File: src/rtl/pipeline_chain.sv
// Elastic multi-stage register chain with bubble collapse, per-stage flush
// and a saturating count of items killed by flush.
module pipeline_chain #(
   parameter int unsigned WIDTH  = 32,
   parameter int unsigned STAGES = 4
) (
   input  logic                        clk,
   input  logic                        reset,
   input  logic                        in_valid,
   input  logic [WIDTH-1:0]            in_data,
   output logic                        in_ready,
   input  logic [STAGES-1:0]           flush_mask_i,
   output logic                        out_valid,
   output logic [WIDTH-1:0]            out_data,
   input  logic                        out_ready,
   output logic [STAGES-1:0]           stage_valid_o,
   output logic [$clog2(STAGES+1)-1:0] occupancy_o,
   output logic [15:0]                 flushed_cnt_o
);

   localparam int unsigned OCC_W  = $clog2(STAGES + 1);
   localparam int unsigned CNT_W  = 16;
   localparam int unsigned KILL_W = CNT_W + 1;

   logic [STAGES-1:0] v_q;
   logic [STAGES-1:0] v_d;
   logic [STAGES-1:0] ev;
   logic [STAGES-1:0] src_v;
   logic [STAGES:0]   rdy;
   logic [WIDTH-1:0]  d_q   [STAGES];
   logic [WIDTH-1:0]  d_d   [STAGES];
   logic [WIDTH-1:0]  src_d [STAGES];
   logic [CNT_W-1:0]  cnt_q;
   logic [CNT_W-1:0]  cnt_d;
   logic [KILL_W-1:0] kill;
   logic [KILL_W-1:0] cnt_sum;
   logic [OCC_W-1:0]  occ;

   // Effective valid and backward ready chain; a flushed stage looks empty.
   always_comb begin
      ev          = v_q & ~flush_mask_i;
      rdy         = '0;
      rdy[STAGES] = out_ready;
      for (int i = int'(STAGES) - 1; i >= 0; i--) begin
         rdy[i] = ~ev[i] | rdy[i+1];
      end
   end

   // Each stage is fed by the input port or by its upstream neighbour.
   always_comb begin
      src_v    = '0;
      src_v[0] = in_valid;
      for (int i = 0; i < int'(STAGES); i++) begin
         src_d[i] = in_data;
      end
      for (int i = 1; i < int'(STAGES); i++) begin
         src_v[i] = ev[i-1];
         src_d[i] = d_q[i-1];
      end
   end

   // Stage update; flush wins over any load into the same stage.
   always_comb begin
      v_d = v_q;
      d_d = d_q;
      for (int i = 0; i < int'(STAGES); i++) begin
         if (rdy[i]) begin
            v_d[i] = src_v[i];
            if (src_v[i]) begin
               d_d[i] = src_d[i];
            end
         end
         if (flush_mask_i[i]) begin
            v_d[i] = 1'b0;
         end
      end
   end

   // Killed-item counter, one extra bit to detect saturation.
   always_comb begin
      kill = '0;
      for (int i = 0; i < int'(STAGES); i++) begin
         kill = kill + KILL_W'(v_q[i] & flush_mask_i[i]);
      end
      cnt_sum = KILL_W'(cnt_q) + kill;
      cnt_d   = cnt_sum[CNT_W] ? '1 : cnt_sum[CNT_W-1:0];
   end

   always_comb begin
      occ = '0;
      for (int i = 0; i < int'(STAGES); i++) begin
         occ = occ + OCC_W'(v_q[i]);
      end
   end

   always_ff @(posedge clk) begin
      if (!reset) begin
         v_q   <= '0;
         cnt_q <= '0;
         for (int i = 0; i < int'(STAGES); i++) begin
            d_q[i] <= '0;
         end
      end else begin
         v_q   <= v_d;
         cnt_q <= cnt_d;
         for (int i = 0; i < int'(STAGES); i++) begin
            d_q[i] <= d_d[i];
         end
      end
   end

   assign in_ready      = rdy[0];
   assign out_valid     = ev[STAGES-1];
   assign out_data      = d_q[STAGES-1];
   assign stage_valid_o = v_q;
   assign occupancy_o   = occ;
   assign flushed_cnt_o = cnt_q;

endmodule
File: config.mk
export PLATFORM = sky130hd
export DESIGN_NAME = pipeline_chain
export DESIGN_NICKNAME = d
export VERILOG_FILES = /design/src/rtl/pipeline_chain.sv
export SDC_FILE = /design/constraint.sdc
export NUM_CORES = 1
export LEC_CHECK = 0
export ABC_CLOCK_PERIOD_IN_PS = 3600
export CAP_MARGIN = 15
export CORE_MARGIN = 1.5
export CORE_UTILIZATION = 44
export DETAILED_ROUTE_END_ITERATION = 6
export DONT_BUFFER_PORTS = 1
export PLACE_DENSITY = 0.6
export SYNTH_ARGS = -nofsm -noshare
export SYNTH_HDL_FRONTEND = slang
export SYNTH_SLANG_ARGS = --single-unit
File: constraint.sdc
create_clock -name clk -period 3.6 [get_ports clk]
set_input_delay 0.36 -clock clk [delete_from_list [all_inputs] [get_ports clk]]
set_output_delay 0.36 -clock clk [all_outputs]
set_load 0.01 [all_outputs]
# After elaboration in Yosys (flattened, before gate mapping)

Cells that the tools add are included.

Add/sub/neg operators: 7
Muxes and demuxes: 1
Bitwise operators: 15
Reductions and logical operators: 8

Operator list:

| kind              | number |
|---|---|
| $add A16 B4 Y17   | 1 |
| $mux W16          | 1 |
| $reduce_and A2 Y1 | 4 |
| $reduce_or A2 Y1  | 4 |
| $add A2 B1 Y3     | 2 |
| $not A1 Y1        | 5 |
| $add A1 B1 Y2     | 2 |
| $add A3 B1 Y4     | 1 |
| $and A1 B1 Y1     | 4 |
| $and A4 B4 Y4     | 1 |
| $not A4 Y4        | 1 |
| $or A1 B1 Y1      | 4 |
| $add A3 B1 Y3     | 1 |

Register bits after elaboration: 148
Output and inout bits: 57

# Depth between registers and ports, before layout

Gate-level depths: netlist (run 1).

Depth in word-level cells: 8
Gate-level depth with buffers: 10
Depth with buffers taken out: 9

# Worst setup path before layout (run 1)

No wires, ideal clock.

Path kind: reg-to-reg
From: register v_q[0], in the netlist stage_valid_o[0]
To: register cnt_q[10], in the netlist flushed_cnt_o[10]
Library setup time: 0.076 ns
Data arrival time: 2.687 ns
Required time: 3.524 ns
Setup slack: 0.838 ns
Stages on the path, launching flop included: 11
Buffers on the path: 1
Cells stage by stage: dfxtp_1 nand2_1 fa_1 fa_1 inv_1 fa_1 nand3_1 nor4_2 nand4_1 buf_2 a31oi_1

Word-level cells in the longest chain between the ends: 6

RTL lines:

| item                     | line | RTL |
|---|---|---|
| start: declaration       | 25   | `logic [STAGES-1:0] v_q;` |
| start signal: assignment | 104  | `v_q <= v_d;` |
| $and A1 B1 Y1            | 83   | `kill = kill + KILL_W'(v_q[i] & flush_mask_i[i]);` |
| $add A1 B1 Y2            | 83   |  |
| $add A2 B1 Y3            | 83   |  |
| $add A3 B1 Y4            | 83   |  |
| $add A16 B4 Y17          | 85   | `cnt_sum = KILL_W'(cnt_q) + kill;` |
| $mux W16                 | 86   | `cnt_d = cnt_sum[CNT_W] ? '1 : cnt_sum[CNT_W-1:0];` |
| end signal: assignment   | 105  | `cnt_q <= cnt_d;` |
| end: declaration         | 33   | `logic [CNT_W-1:0] cnt_q;` |

No other way between the ends.
A chain may end at the register's enable or synchronous reset.

# Worst setup path in the final report (run 1)

From: register v_q[0], in the netlist stage_valid_o[0]
To: register cnt_q[9], in the netlist flushed_cnt_o[9]

Same word-level chain as after synthesis.

==> results of run 1 <==
[power by group through the flow]
stage | registers [uW] | clock network (uW) | logic, uW
detailed placement | 1710 | 0 | 96.0
global placement | 1710 | 0 | 93.8
CTS | 1680 | 1750 | 99.7
finish | 1680 | 1700 | 102
global route | 1680 | 1820 | 115
floorplan | 1710 | 0 | 91.5
[layout by cell type (no fill, tap or decap), types with 3 or more instances in the layout]
cell type,netlist,routed
nand2_1,230,230
a31oi_1,4,4
a21oi_1,78,78
xor2_1,6,6
o21ai_0,27,27
or3_1,3,3
and4_1,3,3
dlygate4sd3_1,0,4
nor3_1,6,6
clkinvlp_4,0,4
dfxtp_1,148,148
ha_1,3,3
and3_1,3,3
clkbuf_16,0,17
nor2b_1,4,4
fa_1,4,4
clkinv_2,0,3
inv_1,10,10
a21oi_2,30,30
o21ai_1,8,8
buf_4,32,9
nand3_1,38,38
[critical path, stage by stage, from the launching register on]
cell     delay, ns
dfxtp_1       0.44
nand2_1       0.12
fa_1          0.51
fa_1          0.46
inv_1         0.08
fa_1          0.23
nand3_1       0.14
nor4_2        0.45
nand4_1       0.16
buf_4         0.21
a31oi_1       0.15
[Yosys cell counts, types with 3 or more instances]
cell / number
a21oi_1: 78
a21oi_2: 30
a31oi_1: 4
and3_1: 3
and4_1: 3
buf_2: 13
buf_4: 32
buf_6: 4
clkbuf_1: 26
dfxtp_1: 148
fa_1: 4
ha_1: 3
inv_1: 10
nand2_1: 230
nand3_1: 38
nor2_1: 3
nor2b_1: 4
nor3_1: 6
o21ai_0: 27
o21ai_1: 8
or3_1: 3
xor2_1: 6
[kinds of logic after synthesis]
| family | share of synthesized area |
|---|---|
| buf+inv | 0.08439 |
| xor+xnor | 0.01184 |
| flops | 0.5008 |
| fa+ha+maj | 0.01988 |
| compound gates | 0.1643 |
| simple gates | 0.2187 |
[registers in the layout, summed over array words and instances (netlist names)]
name,cells
stage_valid_o,4
out_data,32
flushed_cnt_o,16
d_q,96
[area by class of cell]
class / instances / area, sq um
multi-input cells: 478 / 2460
well taps: 176 / 220.2
inverters: 11 / 43.79
clock buffers: 20 / 446.7
clock inverters: 12 / 131.4
fillers: 1305 / 6790
flip-flops and latches: 148 / 2963
repair buffers: 14 / 135.1
[final timing paths]
path	start	endpoint	slack (ns)
hold reg to reg	d_q[84]$_SDFFE_PN0P_	d_q[52]$_SDFFE_PN0P_	0.45
hold / removal	in_valid	stage_valid_o[0]$_SDFFE_PP0N_	0.07
setup reg to reg	stage_valid_o[0]$_SDFFE_PP0N_	flushed_cnt_o[9]$_SDFF_PN0_	0.55
setup / recovery	stage_valid_o[0]$_SDFFE_PP0N_	flushed_cnt_o[9]$_SDFF_PN0_	0.55
[routing by layer]
metal	up-vias	GRT usage	part of all wire	wire [um]
li1	2249	-	-	-
met1	1979	0.2080	0.44	5245
met2	103	0.3009	0.49	5786
met3	17	0.05460	0.054	645
met4	0	0.07756	0.019	232
met5	-	0	0	0
[timing repair]
item / in CTS / in global routing
endpoints found under the setup margin: 0 / 11
buffers inserted: 0 / 1
endpoints found under the hold margin: 4 / 0
hold buffers: 4 / 0
[per-stage QoR]
stage          worst slack, ns  utilization
2_1_floorplan           0.8377            -
3_3_place_gp            0.4274       0.4357
3_5_place_dp            0.2606       0.4357
4_1_cts                 0.2245       0.4825
5_1_grt                 0.2901       0.4852
6_report                0.5475       0.4852
==> implementation parameters, run 1 <==
Parameter                              Value

Place
  Detailed placer's ending HPWL    7545 um
  Number of instances in the placed design    821
  Number of buffer cells added on primary ports    0
  Final Wtd Congestion    0.8117
  Total cell area at the placement stage    0.005747 sq mm

Synthesis
  YS warnings    0
  Library cell occupying the most area in the post-synthesis netlist    dfxtp_1
  Dominant cells by area after synthesis    dfxtp_1 (50%), nand2_1 (15%), a21oi_1 (6.6%)
  Post-synthesis net count    761
  Synth unique cells    47
  Mapped cell area    0.005916 sq mm
  Cell count after synthesis    714
  Ys flop type    dfxtp_1
  Post-synth EDFFs    0
  Portion of synthesized cell area occupied by the leading cell type    0.5008
  Seq cells post-synth    148
  Ys async rst share    0
  Sequential share of the synthesized area    0.5008
  Avg Synthesized Cell Area    8.285 sq um

Route
  Final routed wire length divided by cell count    13.86 um
  Final ANT Viol Nets    0
  Vias per Instance    5.062
  Via count    4348
  Initial DRC Count    215
  DRC    0
  Number of optimization iterations in the first detailed-route pass    6
  Drt total wl    11910 um

Floorplanning
  Die width    119.0 um
  Core area    0.01319 sq mm
  Count of boundary I/O pins    97
  Vertical die dimension    119.0 um
  Number of core rows    42
  Die area    0.01415 sq mm
  Effective utilization at floorplan    0.4485

STA
  Layout Skew    0.009271 ns
  Fin Setup TNS    0 ns
  Max-slew violations    0
  Period Utilization, post-route    0.8479
  F_max    0.3276 GHz
  Unrepaired setup endpoints after global routing    no
  Shortest period the worst path allows    3.052 ns
  Least-Margin Pin Slew    0.5737 ns
  Number of setup violations in the final report    0
  Final hold violation count    0
  Worst hold slack    0.07185 ns
  Worst slew margin relative to its limit    0.6167

Power
  Power density over cell area    544.0 mW/mm^2
  Switching part of the total    0.2150
  Worst ir drop on vdd    0.2596 mV
  Cell internal power dissipation    2733 uW
  Sequential cell fraction of total power    0.481
  Power Total    3482 uW
  Net switching power of the design    748.6 uW
  Relative contribution of the clock network to total power    0.490
  Part of the total power dissipated in combinational logic    0.029
  Static leakage    0.002115 uW

Flow run
  Number of max-capacitance violations reported    0

GRT
  Number of antenna violations at the first check in global routing    0
  Global routing usage summed across all routing layers    0.1778
  First-pass GRT wire length    19770 um
  Number of global-route vias before repair    4117
  Largest net degree at the start of global routing    108
  Remaining Overflow, GRT    0

Critical path
  Type of the setup path with the least slack    reg -> reg
  Maximum fanout count along the critical path    13
  Nature of the critical path startpoint    flip-flop
  Reg2Reg Depth    10
  Worst setup EP type    flip-flop
  Data required time of the critical path    3.94 ns
  Arrival time worst endpoint    3.39 ns

Finish
  Share of cells above drive strength 1    0.1171
  Area delta synth->final    8.185%
  Number of nets in the layout    717
  Count of inserted antenna diode cells    0
  Non-filler cells in the finished layout    859
  Layout Cell Area excl Fill    0.006400 sq mm

Clocking
  Number of levels in the clock H-tree    4
  Bufs on Longest Clock Path    2
  Clock tree root buffer cell    clkbuf_16
  PostCTS Resize Cnt    0
  CTS tree    yes
  Clk sinks    148
  Clock edge transition at the registers on the reported setup and hold paths    0.06 ns
  Latest clock arrival within the worst-skew pair    0.42 ns
  Total clock buffers created by CTS    17

Run status
  Run status    completed

Hold path
  Class of the tightest hold or removal check    in -> reg
  Number of instances on the worst hold path    2
(Power assumes the default switching activity.)
==> run 2, diff against run 1 <==
--- a/config.mk
+++ b/config.mk
@@ -5,13 +5,13 @@
 export SDC_FILE = /design/constraint.sdc
 export NUM_CORES = 1
 export LEC_CHECK = 0
-export ABC_CLOCK_PERIOD_IN_PS = 3600
+export ABC_CLOCK_PERIOD_IN_PS = 2500
 export CAP_MARGIN = 15
 export CORE_MARGIN = 1.5
 export CORE_UTILIZATION = 44
 export DETAILED_ROUTE_END_ITERATION = 6
 export DONT_BUFFER_PORTS = 1
-export PLACE_DENSITY = 0.6
+export PLACE_DENSITY = 0.62
 export SYNTH_ARGS = -nofsm -noshare
 export SYNTH_HDL_FRONTEND = slang
 export SYNTH_SLANG_ARGS = --single-unit
==> constraint.sdc (replaced) <==
create_clock -name clk -period 2.5 [get_ports clk]
set_input_delay 0.25 -clock clk [delete_from_list [all_inputs] [get_ports clk]]
set_output_delay 0.25 -clock clk [all_outputs]
set_load 0.01 [all_outputs]
==> run 2 against run 1 <==
  * The flow now finishes with violations (setup timing)
  * Critical path depth did not move
  * Cell area rose by 8.1%
  * Clock power rose by 59%
  * Highest routed layer unchanged
  * Register-to-register slack got worse by 0.62 ns
  * Via count rose by 4.8%
  * Sequential power rose by 43%
  * Fmax rose by 19%
  * Global-route usage rose by 0.59 points
  * Combinational power rose by 110%
  * Utilization rose by 3.9 points
  * Hold slack got worse by 0.054 ns
==> implementation parameters, run 2 (synthesis gave the netlist of run 1 again) <==
Parameter                              Value

Run status
  Run status    finished, violations left
  Failing checks    setup timing

GRT
  Number of global-route vias before repair    4285 (+4.1%)
  Number of antenna violations at the first check in global routing    0 (unchanged)
  Largest net degree at the start of global routing    65 (-40%)
  First-pass GRT wire length    20610 um (+4.3%)
  Global routing usage summed across all routing layers    0.1836 (+0.005852)
  Remaining Overflow, GRT    0 (unchanged)

Clocking
  CTS tree    yes
  Bufs on Longest Clock Path    2 (unchanged)
  Clock edge transition at the registers on the reported setup and hold paths    0.06 ns (about the same)
  Clock tree root buffer cell    clkbuf_16
  Number of levels in the clock H-tree    4 (unchanged)
  Latest clock arrival within the worst-skew pair    0.41 ns (about the same)
  Total clock buffers created by CTS    17 (unchanged)
  Clk sinks    148 (unchanged)

Finish
  Most used cells in the layout excluding fill and tap cells    nand2_1 (229), dfxtp_1 (145), a21oi_1 (74)
  Number of nets in the layout    756 (+5.4%)
  End-of-flow core utilization    0.5244 (+0.03918)
  Sequential Area    0.002969 sq mm (+0.21%)
  Non-filler cells in the finished layout    898 (+4.5%)
  Flip-flop count of the largest register after layout    96 (unchanged)
  Leading cell type in the layout, fill and taps excluded    nand2_1
  Largest register by flop count    d_q
  Share of cells above drive strength 1    0.1427 (+0.02553)
  Multi-input logic area    0.002522 sq mm (+2.5%)
  Number of filler cells placed in the layout    1234 (-5.4%)
  Area delta synth->final    16.92%
  Count of inserted antenna diode cells    0 (unchanged)

STA
  Period Utilization, post-route    1.029 (+0.1811)
  Max-slew violations    0 (unchanged)
  Worst hold slack    0.01802 ns (-0.05383 ns)
  Shortest period the worst path allows    2.572 ns (-0.4801 ns)
  Least-Margin Pin Slew    0.6411 ns (+0.06738 ns)
  Final hold violation count    0 (unchanged)
  Fin Setup TNS    -0.3346 ns (-0.3346 ns)
  Worst slew margin relative to its limit    0.5717 (-0.04502)
  Layout Skew    0.005641 ns (-0.003630 ns)
  Unrepaired setup endpoints after global routing    yes
  Minimum setup slack in the final design    -0.07240 ns (-0.6199 ns)
  F_max    0.3887 GHz (+19%)
  Number of setup violations in the final report    13 (+13)

Place
  Worst Setup Slack post-DPL    0.01219 ns (-0.2484 ns)
  Number of buffer cells added on primary ports    0 (unchanged)
  Number of instances in the placed design    828 (+0.85%)
  Detailed placer's ending HPWL    7767 um (+2.9%)
  Final Wtd Congestion    0.7646 (-5.8%)

Critical path
  Type of the setup path with the least slack    reg -> reg
  Nature of the critical path startpoint    flip-flop
  Worst setup EP type    flip-flop
  Data required time of the critical path    2.83 ns (-1.11 ns)
  Maximum fanout count along the critical path    5 (-8)
  Arrival time worst endpoint    2.91 ns (-0.48 ns)
  Worst-case register-to-register setup slack    -0.07 ns (-0.62 ns)

Route
  Drt total wl    12710 um (+6.7%)
  DRC    0 (unchanged)
  Final routed wire length divided by cell count    14.15 um (+2.1%)
  Number of optimization iterations in the first detailed-route pass    4 (-2)
  Vias per Instance    5.072 (+0.21%)
  Initial DRC Count    268 (+25%)
  Via count    4555 (+4.8%)
  Final ANT Viol Nets    0 (unchanged)

Floorplanning
  Core area    0.01319 sq mm (unchanged)
  Die area    0.01415 sq mm (unchanged)
  Vertical die dimension    119.0 um (unchanged)
  Count of boundary I/O pins    97 (unchanged)
  Number of core rows    42 (unchanged)
  Die width    119.0 um (unchanged)
  Effective utilization at floorplan    0.4485 (unchanged)

Hold path
  Class of the tightest hold or removal check    in -> reg

Power
  Static leakage    0.002363 uW (+12%)
  Power density over cell area    769.9 mW/mm^2 (+42%)
  Worst ir drop on vdd    0.4519 mV (+74%)

Flow run
  Number of max-capacitance violations reported    0 (unchanged)
[run 2: changes by cell type in the layout (fill, tap and decap cells not counted), moves of 2 or more]
cell           before  now
inv_1              10    8
dlygate4sd3_1       4   35
inv_2               0    2
fa_1                4    2
fa_2                0    2
dfxtp_2             0    2
clkinvlp_4          4    0
buf_12              0    3
dfxtp_1           148  145
buf_4               9   13
bufinv_16           2    4
clkbuf_8            1    4
a21oi_1            78   74
a21oi_2            30   34
[run 2: layer usage]
metal  vias to the layer above  part of all wire  GRT usage
met3                        18             0.050    0.06705
met1                      2097              0.45     0.2126
li1                       2327                 -          -
met2                       113              0.48     0.3070
met4                         0             0.023    0.07681
met5                         -                 0          0
[run 2: per-stage QoR]
| step | instance area, sq um | total power, uW |
|---|---|---|
| after floorplan | 5947 | 2591 |
| after global placement | 5849 | 2606 |
| after detailed placement | 5849 | 2610 |
| after CTS | 6850 | 5382 |
| after global routing | 6917 | 5510 |
| final | 6917 | 5325 |
[run 2: worst paths after layout]
| kind | startpoint | endpoint | cells after the start |
|---|---|---|---|
| max | stage_valid_o[2]$_SDFFE_PP0P_ | flushed_cnt_o[6]$_SDFF_PN0_ | 10 |
| min | in_data[16] | d_q[112]$_SDFFE_PN0P_ | 2 |
| max reg2reg | stage_valid_o[2]$_SDFFE_PP0P_ | flushed_cnt_o[6]$_SDFF_PN0_ | 10 |
| min reg2reg | d_q[84]$_SDFFE_PN0P_ | d_q[52]$_SDFFE_PN0P_ | 2 |
[run 2: where the power goes]
part	total (uW)	switching (uW)	internal, uW
combinational	211	126	85.2
clock	2700	926	1780
sequential	2410	18.2	2390
total	5320	1070	4250
[run 2: timing repair]
action                                  in CTS  in global routing
cloned                                       0                  1
hold buffers                                35                  1
endpoints found under the setup margin       1                 16
buffers inserted                             0                  1
endpoints found under the hold margin       63                  1
resized for setup                            1                 12
pin swaps                                    0                  1
[run 2: area by class of cell]
cell class	count	share of cell area
clock inverter	8	0.02098
tap	176	0.03184
timing repair buffer	53	0.07580
sequential	148	0.4293
clock buffer	24	0.07109
inverter	11	0.006331
multi-input combinational	478	0.3647
[run 2: worst max-delay path: stages, from the launching register on]
cell and delay [ns]:
dfxtp_4 0.35, nand2_4 0.04, fa_1 0.48, fa_2 0.42
inv_2 0.06, fa_2 0.23, nand3_4 0.10, nor4_4 0.17
nand4_1 0.24, buf_2 0.23, a21oi_1 0.15
==> run 3, diff against run 2 <==
--- a/config.mk
+++ b/config.mk
@@ -11,7 +11,7 @@
 export CORE_UTILIZATION = 44
 export DETAILED_ROUTE_END_ITERATION = 6
 export DONT_BUFFER_PORTS = 1
-export PLACE_DENSITY = 0.62
+export PLACE_DENSITY_LB_ADDON = 0.15
 export SYNTH_ARGS = -nofsm -noshare
 export SYNTH_HDL_FRONTEND = slang
 export SYNTH_SLANG_ARGS = --single-unit
==> run 3 against run 2 <==
  * The run still ends with setup timing left
  * Largest cell class unchanged
  * Total power up 1.3%
  * Critical path depth stayed put
  * Combinational power is essentially flat
==> implementation parameters, run 3 (synthesis gave the netlist of run 1 again) <==
Parameter                              Value

Finish
  Non-filler cells in the finished layout    901 (+0.33%)
  Most used cells in the layout excluding fill and tap cells    nand2_1 (229), dfxtp_1 (145), a21oi_1 (77)
  End-of-flow core utilization    0.5283 (+0.003889)
  Number of filler cells placed in the layout    1244 (+0.81%)
  Multi-input logic area    0.002515 sq mm (-0.30%)
  Largest register by flop count    d_q
  Flip-flop count of the largest register after layout    96 (unchanged)
  Count of inserted antenna diode cells    0 (unchanged)
  Share of cells above drive strength 1    0.1476 (+0.004927)
  Number of nets in the layout    761 (+0.66%)
  Leading cell type in the layout, fill and taps excluded    nand2_1
  Area delta synth->final    17.79%
  Sequential Area    0.002969 sq mm (unchanged)

GRT
  Number of global-route vias before repair    4305 (+0.47%)
  Number of antenna violations at the first check in global routing    0 (unchanged)
  Remaining Overflow, GRT    0 (unchanged)
  Global routing usage summed across all routing layers    0.1857 (+0.002101)
  Largest net degree at the start of global routing    74 (+14%)
  First-pass GRT wire length    20880 um (+1.3%)

Floorplanning
  Count of boundary I/O pins    97 (unchanged)
  Number of core rows    42 (unchanged)
  Effective utilization at floorplan    0.4485 (unchanged)
  Die area    0.01415 sq mm (unchanged)
  Die width    119.0 um (unchanged)
  Core area    0.01319 sq mm (unchanged)
  Vertical die dimension    119.0 um (unchanged)

STA
  Unrepaired setup endpoints after global routing    yes
  Shortest period the worst path allows    2.508 ns (-0.06437 ns)
  Layout Skew    0.008028 ns (+0.002387 ns)
  Period Utilization, post-route    1.003 (-0.02575)
  Final hold violation count    0 (unchanged)
  Worst slew margin relative to its limit    0.5330 (-0.03862)
  Fin Setup TNS    -0.01606 ns (+0.3186 ns)
  Minimum setup slack in the final design    -0.008037 ns (+0.06437 ns)
  Worst hold slack    0.01774 ns (-0.0002790 ns)
  F_max    0.3987 GHz (+2.6%)
  Least-Margin Pin Slew    0.6989 ns (+0.05780 ns)
  Max-slew violations    0 (unchanged)
  Number of setup violations in the final report    2 (-11)

Place
  Number of instances in the placed design    829 (+0.12%)
  Detailed placer's ending HPWL    7788 um (+0.27%)
  Number of buffer cells added on primary ports    0 (unchanged)
  Final Wtd Congestion    0.7907 (+3.4%)

Run status
  Run status    finished, violations left
  Failing checks    setup timing

Critical path
  Crit-path slowest cell    fa_1
  Type of the setup path with the least slack    reg -> reg
  Reg2Reg Depth    10 (unchanged)
  Worst-case register-to-register setup slack    -0.008 ns (+0.06 ns)
  Maximum fanout count along the critical path    5 (unchanged)
  Sequence of cells on the critical path    inv_2 > fa_1 > fa_2 > inv_2 > fa_2 > nand3_4 > nor4_4 > nand4_1 > buf_4 > a21oi_1
  Worst setup EP type    flip-flop
  Critical path depth    10 (unchanged)
  Arrival time worst endpoint    2.85 ns (-0.06 ns)
  Max incr delay on CP    0.50 ns (+0.02 ns)
  Data required time of the critical path    2.85 ns (+0.02 ns)
  Nature of the critical path startpoint    flip-flop
  WP buf/inv    3 (+1)
  Top Family by Delay on Critical Path    adder cells

Route
  Final routed wire length divided by cell count    13.99 um (-1.1%)
  Vias per Instance    4.973 (-2.0%)
  Via count    4481 (-1.6%)
  DRC    0 (unchanged)
  Number of optimization iterations in the first detailed-route pass    4 (unchanged)
  Initial DRC Count    249 (-7.1%)
  Drt total wl    12610 um (-0.81%)
  Final ANT Viol Nets    0 (unchanged)

Hold path
  Class of the tightest hold or removal check    in -> reg
  Number of instances on the worst hold path    2 (unchanged)

Clocking
  Latest clock arrival within the worst-skew pair    0.42 ns (about the same)
  Total clock buffers created by CTS    17 (unchanged)
  Bufs on Longest Clock Path    2 (unchanged)
  Number of levels in the clock H-tree    4 (unchanged)
  Clock tree root buffer cell    clkbuf_16
  CTS tree    yes
  Clock edge transition at the registers on the reported setup and hold paths    0.06 ns (about the same)
  Clk sinks    148 (unchanged)

Flow run
  Number of max-capacitance violations reported    0 (unchanged)

Power
  Power density over cell area    774.4 mW/mm^2 (+0.59%)
  Net switching power of the design    1083 uW (+1.2%)
  Part of the total power dissipated in combinational logic    0.039 (about the same)
  Switching part of the total    0.2007 (-0.0002285)
  Relative contribution of the clock network to total power    0.514 (+0.007)
  Static leakage    0.002389 uW (+1.1%)
  Worst ir drop on vdd    0.4516 mV (about the same)
  Cell internal power dissipation    4313 uW (+1.4%)
  Sequential cell fraction of total power    0.447 (-0.006)
## run 3: layout make-up
cell class                      count  area share
Clock buffer                       20     0.06698
Sequential cell                   148      0.4261
Clock inverter                     10     0.02568
Multi-Input combinational cell    478      0.3609
Inverter                           11    0.006285
Timing Repair Buffer               58     0.08242
Tap cell                          176     0.03160
## run 3: path summary, 6_finish.rpt
path	endpoint	start
hold reg to reg	d_q[67]$_SDFFE_PN0P_	d_q[99]$_SDFFE_PN0P_
setup / recovery	flushed_cnt_o[5]$_SDFF_PN0_	flushed_cnt_o[0]$_SDFF_PN0_
setup reg to reg	flushed_cnt_o[5]$_SDFF_PN0_	flushed_cnt_o[0]$_SDFF_PN0_
hold / removal	d_q[107]$_SDFFE_PN0P_	in_data[11]
## run 3: per-stage QoR
step / instance area [sq um] / worst slack (ns) / power, uW
5_1_grt: 6968 / -0.1537 / 5566
3_3_place_gp: 5857 / 0.06433 / 2606
3_5_place_dp: 5857 / -0.007050 / 2609
6_report: 6968 / -0.008037 / 5396
4_1_cts: 6907 / 0.004985 / 5446
2_1_floorplan: 5947 / 0.03836 / 2591
## run 3: repair_timing
item / CTS / global route
gates resized for setup: 2 / 10
endpoints found under the setup margin: 8 / 16
pin swaps: 0 / 1
hold endpoints to repair: 63 / 1
setup buffers: 2 / 2
hold buffers: 36 / 1
gates cloned: 0 / 1
## run 3: power by group through the flow
stage / clock network, uW / registers, uW / logic, uW
after global routing: 2920 / 2410 / 232
final: 2770 / 2410 / 211
after CTS: 2830 / 2410 / 210
after global placement: 0 / 2460 / 145
after floorplan: 0 / 2460 / 132
after detailed placement: 0 / 2460 / 146
## run 3: layer usage
layer  up-vias  track usage  share of wire
met3        21      0.06370          0.049
met4         0      0.07455          0.018
li1       2326            -              -
met1      2048       0.2206           0.45
met2        86       0.3085           0.48
met5         -            0              0
